--- src/rtl/pipe_stage_skid.sv ---
// pipe_stage_skid: elastic pipeline stage with a main + skid register pair and flush-to-bubble.
// Ports: clk_i/rst_i (sync, active-low), in_valid_i/in_ready_o/data_i upstream,
// out_valid_o/out_ready_i/data_o downstream, flush_i zeroes held control fields,
// count_o occupancy. Define PIPE_STAGE_PERF_EN to add stall_cnt_o/flush_cnt_o.
module pipe_stage_skid #(
  parameter int SIZE      = 1,
  parameter int CTRL_SIZE = 1
) (
  input  logic            clk_i,
  input  logic            rst_i,
  input  logic            in_valid_i,
  output logic            in_ready_o,
  input  logic [SIZE-1:0] data_i,
  input  logic            flush_i,
  output logic            out_valid_o,
  input  logic            out_ready_i,
  output logic [SIZE-1:0] data_o,
  output logic [1:0]      count_o
`ifdef PIPE_STAGE_PERF_EN
  ,
  output logic [15:0]     stall_cnt_o,
  output logic [15:0]     flush_cnt_o
`endif
);
  localparam logic [SIZE-1:0] CTRL_MASK = {SIZE{1'b1}} >> (SIZE - CTRL_SIZE);
  logic            main_valid, skid_valid, main_valid_n, skid_valid_n;
  logic [SIZE-1:0] main_data, skid_data, main_data_n, skid_data_n, keep;
  logic            accept, emit, in_to_main, in_to_skid, skid_to_main;
  assign in_ready_o  = ~skid_valid;
  assign out_valid_o = main_valid;
  assign data_o      = main_data;
  assign count_o     = {1'b0, main_valid} + {1'b0, skid_valid};
  assign keep        = flush_i ? ~CTRL_MASK : {SIZE{1'b1}};
  assign accept      = in_valid_i & ~skid_valid;
  assign emit        = main_valid & out_ready_i;
  always_comb begin
    in_to_main   = accept & (~main_valid | out_ready_i);
    in_to_skid   = accept & main_valid & ~out_ready_i;
    skid_to_main = emit & skid_valid;
    main_valid_n = skid_to_main | in_to_main | (main_valid & ~out_ready_i);
    skid_valid_n = in_to_skid | (skid_valid & ~emit);
    main_data_n  = (skid_to_main ? skid_data : in_to_main ? data_i : main_data) & keep;
    skid_data_n  = (in_to_skid ? data_i : skid_data) & keep;
  end
  always_ff @(posedge clk_i) begin
    if (!rst_i) begin
      main_valid <= 1'b0;
      skid_valid <= 1'b0;
      main_data  <= '0;
      skid_data  <= '0;
    end else begin
      main_valid <= main_valid_n;
      skid_valid <= skid_valid_n;
      main_data  <= main_data_n;
      skid_data  <= skid_data_n;
    end
  end
`ifdef PIPE_STAGE_PERF_EN
  always_ff @(posedge clk_i) begin
    if (!rst_i) begin
      stall_cnt_o <= '0;
      flush_cnt_o <= '0;
    end else begin
      if (main_valid & ~out_ready_i & ~&stall_cnt_o) stall_cnt_o <= stall_cnt_o + 16'd1;
      if (flush_i & ~&flush_cnt_o) flush_cnt_o <= flush_cnt_o + 16'd1;
    end
  end
`endif
endmodule
--- config.mk ---
export PLATFORM = sky130hd
export DESIGN_NAME = pipe_stage_skid
export DESIGN_NICKNAME = d
export VERILOG_FILES = /design/src/rtl/pipe_stage_skid.sv
export SDC_FILE = /design/constraint.sdc
export NUM_CORES = 1
export LEC_CHECK = 0
export ABC_CLOCK_PERIOD_IN_PS = 1700
export CAP_MARGIN = 15
export CORE_AREA = 5 5 42 44
export DETAILED_ROUTE_END_ITERATION = 7
export DIE_AREA = 0 0 47 49
export HOLD_SLACK_MARGIN = 0.08
export PLACE_DENSITY_LB_ADDON = 0.25
export SLEW_MARGIN = 10
export SYNTH_ARGS = -nofsm -noshare
export SYNTH_HDL_FRONTEND = slang
export SYNTH_SLANG_ARGS = --single-unit
--- constraint.sdc ---
create_clock -name clk_i -period 1.7 [get_ports clk_i]
set_input_delay 0.255 -clock clk_i [delete_from_list [all_inputs] [get_ports clk_i]]
set_output_delay 0.255 -clock clk_i [all_outputs]
set_load 0.01 [all_outputs]
==> impl_metrics.csv <==
group,metric,value,unit
outcome,status,"complete, no violations",
timing,timing.final.max_slew_violations,0,
floorplanning,die_h,49,um
clock_tree,clock_latency,230,ps
clock_tree,cts_tree,"done",
drt,drt_wl_total,534,um
synthesis,synthCells,27,
clock_tree,ctsHtreeMaxLevel,1,
global_route,grt_pass1_vias,208,
timing,finalCritPeriodShare,0.967,
global_route,grt_pass1_wl,855,um
drt,dr.pass1.iters,2,
floorplanning,ios,11,
global_route,grt_max_degree,10,
drt,ant_nets,0,
drt,drc_errors,0,
timing,setup_slack,56.2,ps
finish,final_nets,49,
finish,multi_input_area,135,um^2
timing,slew_headroom,0.887,
global_route,gr-total-overflow,0,
run,maxCapViolations,0,
finish,area.sequential,82.6,um^2
global_route,grt_usage,0.0557,
finish,antenna_cells,0,
place,gp_congestion,0.652,
pwr,power_density,753,mW/mm^2
drt,drt-initial-drc-count,2,
place,portBuffers,10,
global_route,antenna_found_initial,0,
timing,finalSetupViolations,0,
synthesis,syn-num-nets,34,
setup_path,criticalPathCategory,"reg2out",
setup_path,arrival,1390,ps
timing,setup_tns,0,ps
clock_tree,clk_pin_slew,40,ps
synthesis,yosysWarnings,0,
floorplanning,start_util,0.159,
floorplanning,die_w,47,um
timing,fmax,608,MHz
synthesis,synth_cell_type_count,18,
floorplanning,coreArea,0.00140,mm^2
synthesis,yosysTopAreaCell,"dfxtp_1",
synthesis,syn_area_per_cell,8.25,um^2
clock_tree,cts_buffers,3,
setup_path,cp_cell_sequence,"ha_1, clkdlybuf4s50_1",
pwr,p_total,277,uW
drt,wl_per_cell,9.54,um
setup_path,path_buf_inv,1,
timing,period_minus_slack,1640,ps
timing,finalHoldViolCount,0,
setup_path,cpMaxStageDelayCell,"clkdlybuf4s50_1",
hold_path,hold_path_class,"reg2reg",
setup_path,max_stage_delay,530,ps
place,pre_cts_ws,255,ps
drt,avgViaCountPerCell,4.07,
setup_path,critPathCaptureType,"output pin",
clock_tree,cts_sinks,4,
setup_path,crit_fanout,9,
finish,fillCellCount,172,
drt,vias,228,
finish,drive_gt1_frac,0.175,
setup_path,critPathRequiredTime,1440,ps
setup_path,setup.worst_path.start_class,"register",
synthesis,ys_seq_area_frac,0.360,
synthesis,syn_area,223,um^2
place,dp_hpwl,422,um
floorplanning,rows,14,
synthesis,synth_area_leaders,"dfxtp_1, and4bb_1, ha_1",
setup_path,crit_family,"buffers and inverters",
synthesis,netlist.area_leader.share,0.360,
finish,area_delta_synth_final,65.2,%
floorplanning,fp.dieArea,0.00230,mm^2
timing,rsz0062_at_grt,"false",
synthesis,ys_ff_latch,4,
timing,worst_slew_pin_slew,170,ps
clock_tree,ctsLongestPathBuffers,2,
clock_tree,clockRootBuffer,"clkbuf_4",
pwr,ir_worst_vdd,256,uV
timing,fin_skew,1.66,ps
pwr,p_leak,0.153,nW
[placed cells by master (no fill, tap or decap)]
master           count
clkdlybuf4s50_1     10
nand2_1              3
nor2_1               3
clkbuf_4             3
inv_1                2
o21ai_1              2
dfxtp_1              2
dfxtp_2              2
a21boi_1             1
a21oi_1              1
and3b_1              1
and3_2               1
nor2b_1              1
o21ai_0              1
and2_2               1
o21bai_1             1
nand2b_1             1
a31oi_1              1
and4bb_1             1
mux2i_1              1
ha_1                 1
[flip-flops by register name, summed over array words and instances (netlist names)]
signal       cells
data_o           1
skid_data        1
skid_valid       1
out_valid_o      1
[routing by layer]
layer  up-vias  routed length, um  part of all wire  track usage
li1        121                  -                 -            -
met1        93                241              0.45       0.0683
met2        12                177              0.33       0.0588
met3         2                 94              0.18       0.0480
met4         0                 21             0.039       0.0415
met5         -                  0                 0            0
[cells in the mapped netlist]
cell type and count:
dfxtp_1 4, nand2_1 3, nor2_1 3, inv_1 2
o21ai_1 2, a21boi_1 1, a21oi_1 1, a31oi_1 1
and2_2 1, and3_2 1, and3b_1 1, and4bb_1 1
ha_1 1, mux2i_1 1, nand2b_1 1, nor2b_1 1
o21ai_0 1, o21bai_1 1
[metrics by stage]
stage | hold slack, ps | util | cell area (um^2) | cells
floorplan | 374 | - | 223 | 27
global placement | 498 | 0.245 | 343 | 53
detailed placement | 482 | 0.245 | 343 | 53
CTS | 498 | 0.262 | 367 | 56
global route | 555 | 0.263 | 368 | 56
finish | 490 | 0.263 | 368 | 56
[timing repair]
item                                    4_1_cts  5_1_grt
hold buffers                                  0        0
setup buffers                                 0        0
resized for setup                             1        1
endpoints found under the setup margin        1        2
[worst min-delay path: stages (launching register included)]
cell	delay (ps)
dfxtp_1	310
mux2i_1	60
nor2_1	80
[final timing paths]
kind               start          to  slack [ps]  depth (start not counted)
min            skid_data   skid_data         490                          2
max reg2reg   skid_valid   skid_data         720                          3
max          out_valid_o  count_o[0]          60                          2
min reg2reg    skid_data   skid_data         490                          2
[cell families after synthesis]
logic type | synth area share
AOI/OAI and AO/OA | 0.185
buffers and inverters | 0.0337
and+or+nand+nor | 0.320
DFF | 0.360
adders and majority gates | 0.0562
muxes | 0.0449
[report_power, final]
| part | internal [mW] | switching, mW | total [mW] |
|---|---|---|---|
| registers | 0.0997 | 0.00691 | 0.107 |
| clock network | 0.0790 | 0.0387 | 0.118 |
| logic | 0.0333 | 0.0195 | 0.0528 |
[cell type report]
cell class | count | share of cell area
tap | 16 | 0.0544
inverter | 2 | 0.0204
sequential | 4 | 0.224
clock buffer | 3 | 0.0612
multi-input combinational | 21 | 0.367
timing repair buffer | 10 | 0.272
No activity file was read; power rests on OpenSTA's default activity.
